### src/rtl/alu_sequencer.sv
// Multicycle ALU sequencer: steps one captured request through operand load,
// execute, optional MUL/DIV settle, and LO/HI/destination writeback.
//
// state    | meaning
// IDLE     | ready for a request
// LOAD_Y   | rb onto bus, load Y
// EXEC     | second operand onto bus, ALU runs, Z loads
// WAIT     | MUL/DIV settle, Z keeps loading
// WB_LO    | Z[31:0] to LO (wide) or to ra
// WB_HI    | Z[63:32] to HI (wide only)
// DONE     | completion pulse
module alu_sequencer #(
  parameter int MULDIV_WAIT = 2
) (
  input  logic       clock,
  input  logic       clear,
  input  logic       req_valid,
  output logic       req_ready,
  input  logic [4:0] req_opcode,
  input  logic [3:0] req_ra,
  input  logic [3:0] req_rb,
  input  logic [3:0] req_rc,
  output logic       gp_out_en,
  output logic [3:0] gp_out_sel,
  output logic       gp_in_en,
  output logic [3:0] gp_in_sel,
  output logic       y_in,
  output logic [4:0] alu_control,
  output logic       z_in,
  output logic       zlo_out,
  output logic       zhi_out,
  output logic       lo_in,
  output logic       hi_in,
  output logic       busy,
  output logic       done,
  output logic       illegal
);

  typedef enum logic [2:0] {
    S_IDLE, S_LOAD_Y, S_EXEC, S_WAIT, S_WB_LO, S_WB_HI, S_DONE
  } state_t;

  typedef enum logic [1:0] {C_BIN, C_UNARY, C_WIDE, C_ILLEGAL} op_class_t;

  function automatic op_class_t classify(input logic [4:0] op);
    case (op)
      5'b00011, 5'b00100, 5'b00101, 5'b00110, 5'b00111,
      5'b01000, 5'b01001, 5'b01010, 5'b01011: return C_BIN;
      5'b10001, 5'b10010:                     return C_UNARY;
      5'b01111, 5'b10000:                     return C_WIDE;
      default:                                return C_ILLEGAL;
    endcase
  endfunction

  state_t     state_q, state_d;
  op_class_t  cls_q, cls_d;
  logic [4:0] op_q, op_d;
  logic [3:0] ra_q, ra_d, rb_q, rb_d, rc_q, rc_d;
  logic [3:0] cnt_q, cnt_d;

  logic       ready_q, ready_d, busy_q, busy_d, done_q, done_d, illegal_q, illegal_d;
  logic       out_en_q, out_en_d, in_en_q, in_en_d;
  logic [3:0] out_sel_q, out_sel_d, in_sel_q, in_sel_d;
  logic       y_in_q, y_in_d, z_in_q, z_in_d, zlo_q, zlo_d, zhi_q, zhi_d;
  logic       lo_in_q, lo_in_d, hi_in_q, hi_in_d;
  logic [4:0] alu_q, alu_d;

  always_comb begin
    state_d = state_q;
    cls_d   = cls_q;
    op_d    = op_q;
    ra_d    = ra_q;
    rb_d    = rb_q;
    rc_d    = rc_q;
    cnt_d   = cnt_q;
    case (state_q)
      S_IDLE: begin
        if (req_valid) begin
          cls_d = classify(req_opcode);
          op_d  = req_opcode;
          ra_d  = req_ra;
          rb_d  = req_rb;
          rc_d  = req_rc;
          case (classify(req_opcode))
            C_UNARY:   state_d = S_EXEC;
            C_ILLEGAL: state_d = S_DONE;
            default:   state_d = S_LOAD_Y;
          endcase
        end
      end
      S_LOAD_Y: state_d = S_EXEC;
      S_EXEC: begin
        if (cls_q == C_WIDE) begin
          state_d = S_WAIT;
          cnt_d   = 4'(MULDIV_WAIT - 1);
        end else begin
          state_d = S_WB_LO;
        end
      end
      S_WAIT: begin
        // down-counter: terminal count zero ends the settle window
        if (cnt_q == 4'd0) state_d = S_WB_LO;
        else               cnt_d   = cnt_q - 4'd1;
      end
      S_WB_LO: state_d = (cls_q == C_WIDE) ? S_WB_HI : S_DONE;
      S_WB_HI: state_d = S_DONE;
      S_DONE:  state_d = S_IDLE;
      default: state_d = S_IDLE;
    endcase
  end

  // Outputs are decoded from the next state so they register alongside it.
  always_comb begin
    ready_d   = (state_d == S_IDLE);
    busy_d    = (state_d != S_IDLE);
    done_d    = 1'b0;
    illegal_d = 1'b0;
    out_en_d  = 1'b0;
    out_sel_d = 4'd0;
    in_en_d   = 1'b0;
    in_sel_d  = 4'd0;
    y_in_d    = 1'b0;
    z_in_d    = 1'b0;
    zlo_d     = 1'b0;
    zhi_d     = 1'b0;
    lo_in_d   = 1'b0;
    hi_in_d   = 1'b0;
    alu_d     = 5'd0;
    case (state_d)
      S_LOAD_Y: begin
        out_en_d  = 1'b1;
        out_sel_d = rb_d;
        y_in_d    = 1'b1;
      end
      S_EXEC, S_WAIT: begin
        out_en_d  = 1'b1;
        out_sel_d = (cls_d == C_UNARY) ? rb_d : rc_d;
        z_in_d    = 1'b1;
        alu_d     = op_d;
      end
      S_WB_LO: begin
        zlo_d = 1'b1;
        alu_d = op_d;
        if (cls_d == C_WIDE) begin
          lo_in_d = 1'b1;
        end else begin
          in_en_d  = 1'b1;
          in_sel_d = ra_d;
        end
      end
      S_WB_HI: begin
        zhi_d   = 1'b1;
        hi_in_d = 1'b1;
        alu_d   = op_d;
      end
      S_DONE: begin
        done_d    = 1'b1;
        illegal_d = (cls_d == C_ILLEGAL);
      end
      default: ;
    endcase
  end

  always_ff @(posedge clock) begin
    if (clear) begin
      state_q   <= S_IDLE;
      cls_q     <= C_BIN;
      op_q      <= 5'd0;
      ra_q      <= 4'd0;
      rb_q      <= 4'd0;
      rc_q      <= 4'd0;
      cnt_q     <= 4'd0;
      ready_q   <= 1'b1;
      busy_q    <= 1'b0;
      done_q    <= 1'b0;
      illegal_q <= 1'b0;
      out_en_q  <= 1'b0;
      out_sel_q <= 4'd0;
      in_en_q   <= 1'b0;
      in_sel_q  <= 4'd0;
      y_in_q    <= 1'b0;
      z_in_q    <= 1'b0;
      zlo_q     <= 1'b0;
      zhi_q     <= 1'b0;
      lo_in_q   <= 1'b0;
      hi_in_q   <= 1'b0;
      alu_q     <= 5'd0;
    end else begin
      state_q   <= state_d;
      cls_q     <= cls_d;
      op_q      <= op_d;
      ra_q      <= ra_d;
      rb_q      <= rb_d;
      rc_q      <= rc_d;
      cnt_q     <= cnt_d;
      ready_q   <= ready_d;
      busy_q    <= busy_d;
      done_q    <= done_d;
      illegal_q <= illegal_d;
      out_en_q  <= out_en_d;
      out_sel_q <= out_sel_d;
      in_en_q   <= in_en_d;
      in_sel_q  <= in_sel_d;
      y_in_q    <= y_in_d;
      z_in_q    <= z_in_d;
      zlo_q     <= zlo_d;
      zhi_q     <= zhi_d;
      lo_in_q   <= lo_in_d;
      hi_in_q   <= hi_in_d;
      alu_q     <= alu_d;
    end
  end

  assign req_ready   = ready_q;
  assign busy        = busy_q;
  assign done        = done_q;
  assign illegal     = illegal_q;
  assign gp_out_en   = out_en_q;
  assign gp_out_sel  = out_sel_q;
  assign gp_in_en    = in_en_q;
  assign gp_in_sel   = in_sel_q;
  assign y_in        = y_in_q;
  assign z_in        = z_in_q;
  assign zlo_out     = zlo_q;
  assign zhi_out     = zhi_q;
  assign lo_in       = lo_in_q;
  assign hi_in       = hi_in_q;
  assign alu_control = alu_q;

endmodule

### config.mk
export PLATFORM = sky130hd
export DESIGN_NAME = alu_sequencer
export DESIGN_NICKNAME = d
export VERILOG_FILES = /design/src/rtl/alu_sequencer.sv
export SDC_FILE = /design/constraint.sdc
export NUM_CORES = 1
export LEC_CHECK = 0
export CORE_ASPECT_RATIO = 0.7
export CORE_MARGIN = 10
export CORE_UTILIZATION = 42
export CTS_BUF_LIST = sky130_fd_sc_hd__clkbuf_8 sky130_fd_sc_hd__clkbuf_16
export DETAILED_ROUTE_END_ITERATION = 10
export GPL_ROUTABILITY_DRIVEN = 0
export HOLD_SLACK_MARGIN = 0.12
export PLACE_DENSITY = 0.71
export SLEW_MARGIN = 20
export SYNTH_ARGS = -nofsm -noshare
export SYNTH_HDL_FRONTEND = slang
export SYNTH_SLANG_ARGS = --single-unit
### constraint.sdc
create_clock -name clock -period 2.07 [get_ports clock]
set_input_delay 0.5175 -clock clock [delete_from_list [all_inputs] [get_ports clock]]
set_output_delay 0.5175 -clock clock [all_outputs]
set_load 0.02 [all_outputs]
==> impl_metrics.env, run 1 <==
export IMPL_outcome="finished clean"
export IMPL_dpl_cell_area_mm2=0.00271
export IMPL_p_leak_nw=1.17
export IMPL_total_power_mw=3.05
export IMPL_synth_top_area_share_pct=48.4
export IMPL_grt_ovfl_total=0
export IMPL_num_vias=1760
export IMPL_die_h_um=78.7
export IMPL_area_growth_pct=38.4
export IMPL_clock_tree_root_cell="clkbuf_8"
export IMPL_grt_pass1_wl_um=8530
export IMPL_clock_sinks=50
export IMPL_multiInputGateArea_mm2=0.00103
export IMPL_rsz0062_at_grt="true"
export IMPL_grt_max_degree=21
export IMPL_timing_final_hold_violations=0
export IMPL_hp_class="flip-flop to flip-flop"
export IMPL_fin_nets=312
export IMPL_hold_buffers=0
export IMPL_setup_ws_ns=0.108
export IMPL_finalSetupTns_ns=0
export IMPL_fin_area_mm2=0.00286
export IMPL_max_slew_margin_pct=76.1
export IMPL_synthArstFlopShare_pct=0
export IMPL_timing_final_crit_share_pct=94.8
export IMPL_initial_core_util_pct=43.3
export IMPL_drive_gt1_share_pct=18.3
export IMPL_synth_edf_count=0
export IMPL_place_hpwl_um=3970
export IMPL_cts_buffer_depth=2
export IMPL_synth_top_area_cell="dfxtp_1"
export IMPL_fmax_ghz=0.510
export IMPL_first_pass_iters=4
export IMPL_grt_use_total_pct=12.5
export IMPL_syn_area_mm2=0.00207
export IMPL_syn_nets=247
export IMPL_dp_cells=347
export IMPL_h_tree_depth=2
export IMPL_wl_met3_um=419
export IMPL_grt_pass1_vias=1791
export IMPL_dieArea_mm2=0.00818
export IMPL_syn_inst=223
export IMPL_design_core_area_mm2=0.00478
export IMPL_antenna_cells=0
export IMPL_ir_worst_vdd_v=0.000526
export IMPL_routed_top_layer="met4"
export IMPL_drt_iter0_drc=54
export IMPL_wl_met1_um=2520
export IMPL_crit_type="flip-flop to flip-flop"
export IMPL_cts_tree="built"
export IMPL_via_per_inst=4.92
export IMPL_wl_per_cell_um=14.4
export IMPL_port_buffers=44
export IMPL_avgSynthCellArea_um2=9.28
export IMPL_register_area_mm2=0.00100
export IMPL_antenna_left=0
export IMPL_maxCapViolations=0
export IMPL_yosysMostFrequentCell="dfxtp_1"
export IMPL_wl_um=5150
export IMPL_io_pins=45
export IMPL_clock_latency_ns=0.31
export IMPL_cp_end_kind="flip-flop"
export IMPL_max_slew_worst_pin_slew_ns=0.354
export IMPL_period_minus_slack_ns=1.96
export IMPL_drv_slew=0
export IMPL_p_per_area_mw_per_mm2=1070
export IMPL_ys_warnings_count=0
export IMPL_ys_flop_type="dfxtp_1"
export IMPL_cp_data_arrival_time_ns=2.22
export IMPL_num_rows=21
export IMPL_fillCellCount=429
export IMPL_ys_seq_area_share_pct=48.4
export IMPL_synth_common_cells="50 x dfxtp_1, 31 x nor2_1, 25 x nand2_1"
export IMPL_clk_pin_slew_ns=0.08
export IMPL_cts_buffers_inserted=5
export IMPL_post_place_ws_ns=-0.638
export IMPL_start_kind="flip-flop"
export IMPL_worstPathRequired_ns=2.32
export IMPL_ys_types=47
export IMPL_synth_seq_cells=50
export IMPL_met2WireLength_um=2130
export IMPL_synth_area_leaders="dfxtp_1 48%, mux2i_1 6.3%, nor2_1 5.6%"
export IMPL_finalSetupViolations=0
export IMPL_drc=0
export IMPL_die_x_um=104
export IMPL_antenna_found_initial=0
export IMPL_crit_fanout=7
export IMPL_finalNonFillerCells=358
export IMPL_clock_skew_ns=0.00582
timing repair:
item,in CTS,in global routing
endpoints found under the setup margin,21,16
pin swaps,6,4
resized for setup,11,6
setup buffers,2,1
registers in the layout, summed over array words and instances, names as in the netlist, 2 cells and up:
register,flops
alu_control,5
cls_q,2
cnt_q,4
gp_in_sel,4
gp_out_sel,4
op_q,5
ra_q,4
rb_q,4
rc_q,4
state_q,3
cell families (layout without fill, tap and decap cells):
group | Yosys count | after routing | share of synthesized area [%]
AO/OA/AOI/OAI | 38 | 38 | 13.2
XOR/XNOR | 2 | 2 | 0.847
adder cells (fa/ha/maj) | 4 | 4 | 2.42
buffers and inverters | 16 | 82 | 3.39
flip-flops | 50 | 50 | 48.4
multiplexers | 17 | 17 | 8.46
AND/OR/NAND/NOR | 96 | 96 | 23.3
where the power goes:
part           internal [mW]  switching, mW
registers               1.11         0.0785
logic                  0.558          0.634
clock network          0.355          0.312
final cells by class:
cell class	count	share of cell area [%]
multi-input cells	157	36.1
clock buffers	5	2.40
flip-flops and latches	50	34.9
inverters	5	0.655
clock inverters	3	1.44
repair buffers	69	21.5
well taps	69	3.01
cells in the final DEF, fill, tap and decap left out, types with 2 or more instances in the layout:
cell | synthesis | layout
a32oi_1 | 2 | 2
nor3b_1 | 3 | 3
and2_1 | 3 | 3
buf_4 | 1 | 25
a22o_1 | 3 | 3
nand2b_1 | 4 | 4
mux2i_1 | 13 | 13
clkbuf_8 | 0 | 5
clkbuf_2 | 0 | 2
ha_1 | 4 | 3
or2_2 | 2 | 2
nor2b_1 | 2 | 2
dlygate4sd2_1 | 0 | 3
mux2_2 | 4 | 4
nor2_1 | 31 | 31
inv_1 | 5 | 6
dfxtp_1 | 50 | 50
nor3_1 | 13 | 13
a21oi_1 | 20 | 20
clkdlybuf4s50_1 | 0 | 39
nand2_1 | 25 | 25
stage by stage:
| stage | utilization, % | hold slack [ns] |
|---|---|---|
| finish | 59.9 | 0.461 |
| global route | 59.9 | 0.479 |
| CTS | 59.6 | 0.459 |
| detailed placement | 56.7 | 0.445 |
| global placement | 56.7 | 0.442 |
| floorplan | - | 0.433 |
worst paths after layout:
path / from / slack (ns) / to / depth (start not counted)
worst max-delay path: cnt_q[0]$_SDFFE_PP0P_ / 0.11 / gp_out_sel[0]$_SDFF_PP0_ / 7
worst min-delay path: rb_q[3]$_SDFF_PP0_ / 0.46 / rb_q[3]$_SDFF_PP0_ / 2
worst max register to register: cnt_q[0]$_SDFFE_PP0P_ / 0.11 / gp_out_sel[0]$_SDFF_PP0_ / 7
worst min register to register: rb_q[3]$_SDFF_PP0_ / 0.46 / rb_q[3]$_SDFF_PP0_ / 2
metal layers:
layer	track usage, %	vias to the layer above
met5	0	-
met4	4.57	0
met3	5.00	10
met2	18.4	48
met1	16.3	799
li1	-	903
worst max-delay path: stages (launching register included):
cell and delay, ns:
dfxtp_1 0.35, inv_1 0.09, ha_1 0.20, nor3b_4 0.17, a311oi_4 0.40, o21ai_4 0.17, nor3_2 0.37, a22o_1 0.18
Note: power is estimated with default switching activity, not from simulation.
==> run 2, diff against run 1 <==
- SKIP_CTS_REPAIR_TIMING: not set -> 1
==> run 2 against run 1 <==
Compared with the run above:
- critical path depth is the same
- sequential share of layout area fell by 0.39 points
- combinational power is essentially flat
- maximum frequency decreased by 1.3%
- clock power is essentially flat
- sequential power barely moved
- power up 0.32%
- routed wire length up 0.41%
- register-to-register slack got worse by 0.03 ns
- clock skew decreased by 0.0013 ns
==> impl_metrics.env, run 2 (synthesis results as in run 1) <==
export IMPL_clock_sinks=50
export IMPL_cellInternalPower_mw=2.03
export IMPL_cp_data_arrival_time_ns=2.19
export IMPL_layout_common_cells="50 x dfxtp_1, 39 x clkdlybuf4s50_1, 31 x nor2_1"
export IMPL_area_growth_pct=40.0
export IMPL_start_kind="flip-flop"
export IMPL_crit_type="flip-flop to flip-flop"
export IMPL_outcome="finished clean"
export IMPL_dieArea_mm2=0.00818
export IMPL_timing_final_hold_violations=0
export IMPL_design_core_area_mm2=0.00478
export IMPL_clock_skew_ns=0.00455
export IMPL_wl_um=5170
export IMPL_max_slew_worst_pin_slew_ns=0.352
export IMPL_fin_nets=311
export IMPL_p_per_area_mw_per_mm2=1060
export IMPL_grt_pass1_vias=1766
export IMPL_period_minus_slack_ns=1.99
export IMPL_drv_slew=0
export IMPL_cp_slowest_cell="dfxtp_1"
export IMPL_drc=0
export IMPL_num_rows=21
export IMPL_place_hpwl_um=3970
export IMPL_fin_area_mm2=0.00290
export IMPL_max_slew_margin_pct=76.2
export IMPL_wl_per_cell_um=14.5
export IMPL_cts_tree="built"
export IMPL_final_common_cell="dfxtp_1"
export IMPL_crit_fanout=6
export IMPL_hp_class="flip-flop to flip-flop"
export IMPL_fmax_ghz=0.503
export IMPL_cts_buffer_depth=2
export IMPL_maxCapViolations=0
export IMPL_timing_hold_ws_ns=0.460
export IMPL_clk_pin_slew_ns=0.09
export IMPL_first_pass_iters=4
export IMPL_antenna_found_initial=0
export IMPL_clock_latency_ns=0.31
export IMPL_cts_buffers_inserted=5
export IMPL_port_buffers=44
export IMPL_clock_tree_root_cell="clkbuf_8"
export IMPL_p_clk_share_pct=21.7
export IMPL_via_per_inst=4.94
export IMPL_die_h_um=78.7
export IMPL_die_x_um=104
export IMPL_h_tree_depth=2
export IMPL_num_vias=1763
export IMPL_crit_chain="inv_1 -> ha_1 -> nor3b_4 -> o32a_1 -> o21ai_2 -> nand2b_1 -> nor3b_1"
export IMPL_finalSetupViolations=0
export IMPL_rsz0062_at_grt="true"
export IMPL_io_pins=45
export IMPL_grt_max_degree=21
export IMPL_critPathMaxStageDelay_ns=0.32
export IMPL_ir_worst_vdd_v=0.000540
export IMPL_antenna_cells=0
export IMPL_post_place_ws_ns=-0.638
export IMPL_drive_gt1_share_pct=18.1
export IMPL_seqPwrFrac_pct=39.0
export IMPL_drt_iter0_drc=77
export IMPL_fillCellCount=422
export IMPL_antenna_left=0
export IMPL_total_power_mw=3.06
export IMPL_timing_final_crit_share_pct=96.0
export IMPL_initial_core_util_pct=43.3
export IMPL_p_sw_mw=1.03
export IMPL_grt_pass1_wl_um=8490
export IMPL_worstPathRequired_ns=2.27
export IMPL_cp_end_kind="flip-flop"
export IMPL_grt_use_total_pct=12.5
export IMPL_combPwrFrac_pct=39.3
export IMPL_p_leak_nw=1.21
export IMPL_setup_ws_ns=0.0827
export IMPL_power_switching_share_pct=33.7
export IMPL_dpl_cell_area_mm2=0.00271
export IMPL_grt_ovfl_total=0
==> run 2: final cells by class <==
| type | instances | area (um^2) | share of cell area [%] |
|---|---|---|---|
| sequential | 50 | 1000 | 34.6 |
| tap | 69 | 86.3 | 2.98 |
| inverter | 5 | 18.8 | 0.648 |
| timing repair buffer | 68 | 633 | 21.9 |
| clock buffer | 5 | 68.8 | 2.38 |
| multi-input combinational | 157 | 1050 | 36.2 |
| clock inverter | 3 | 41.3 | 1.43 |
==> run 2: layer usage <==
layer  track usage [%]  wire length [um]  vias to the layer above
met5                 0                 0                        -
met4              4.57                76                        0
met3              5.00               444                        8
met2              18.2              2180                       47
met1              16.3              2460                      810
li1                  -                 -                      898
==> run 2: power groups by stage <==
stage                     clock, mW  combinational, mW  sequential, mW
after floorplan                   0              0.594            1.29
after CTS                     0.689               1.15            1.19
after global placement            0               1.13            1.21
after detailed placement          0               1.15            1.21
final                         0.666               1.20            1.19
after global routing          0.718               1.31            1.21
==> run 2: through the flow <==
step,cells,TNS [ns],util [%]
2_1_floorplan,223,0,-
3_3_place_gp,347,-10.35,56.7
3_5_place_dp,347,-11.40,56.7
4_1_cts,355,-3.62,59.0
5_1_grt,357,-0.136,60.6
6_report,357,0,60.6
==> run 2: critical path: cells and delay by family (launching register included) <==
family          cells  cell delay (ns)
compound gates      2             0.37
flops               1             0.32
simple gates        3             0.90
buf+inv             1             0.12
fa+ha+maj           1             0.16
==> run 2: path summary, 6_finish.rpt <==
| path | start | endpoint | slack, ns | cells after the start |
|---|---|---|---|---|
| max reg2reg | cnt_q[0]$_SDFFE_PP0P_ | hi_in$_SDFF_PP0_ | 0.08 | 7 |
| min | rc_q[0]$_SDFF_PP0_ | rc_q[0]$_SDFF_PP0_ | 0.46 | 2 |
| min reg2reg | rc_q[0]$_SDFF_PP0_ | rc_q[0]$_SDFF_PP0_ | 0.46 | 2 |
| max | cnt_q[0]$_SDFFE_PP0P_ | hi_in$_SDFF_PP0_ | 0.08 | 7 |
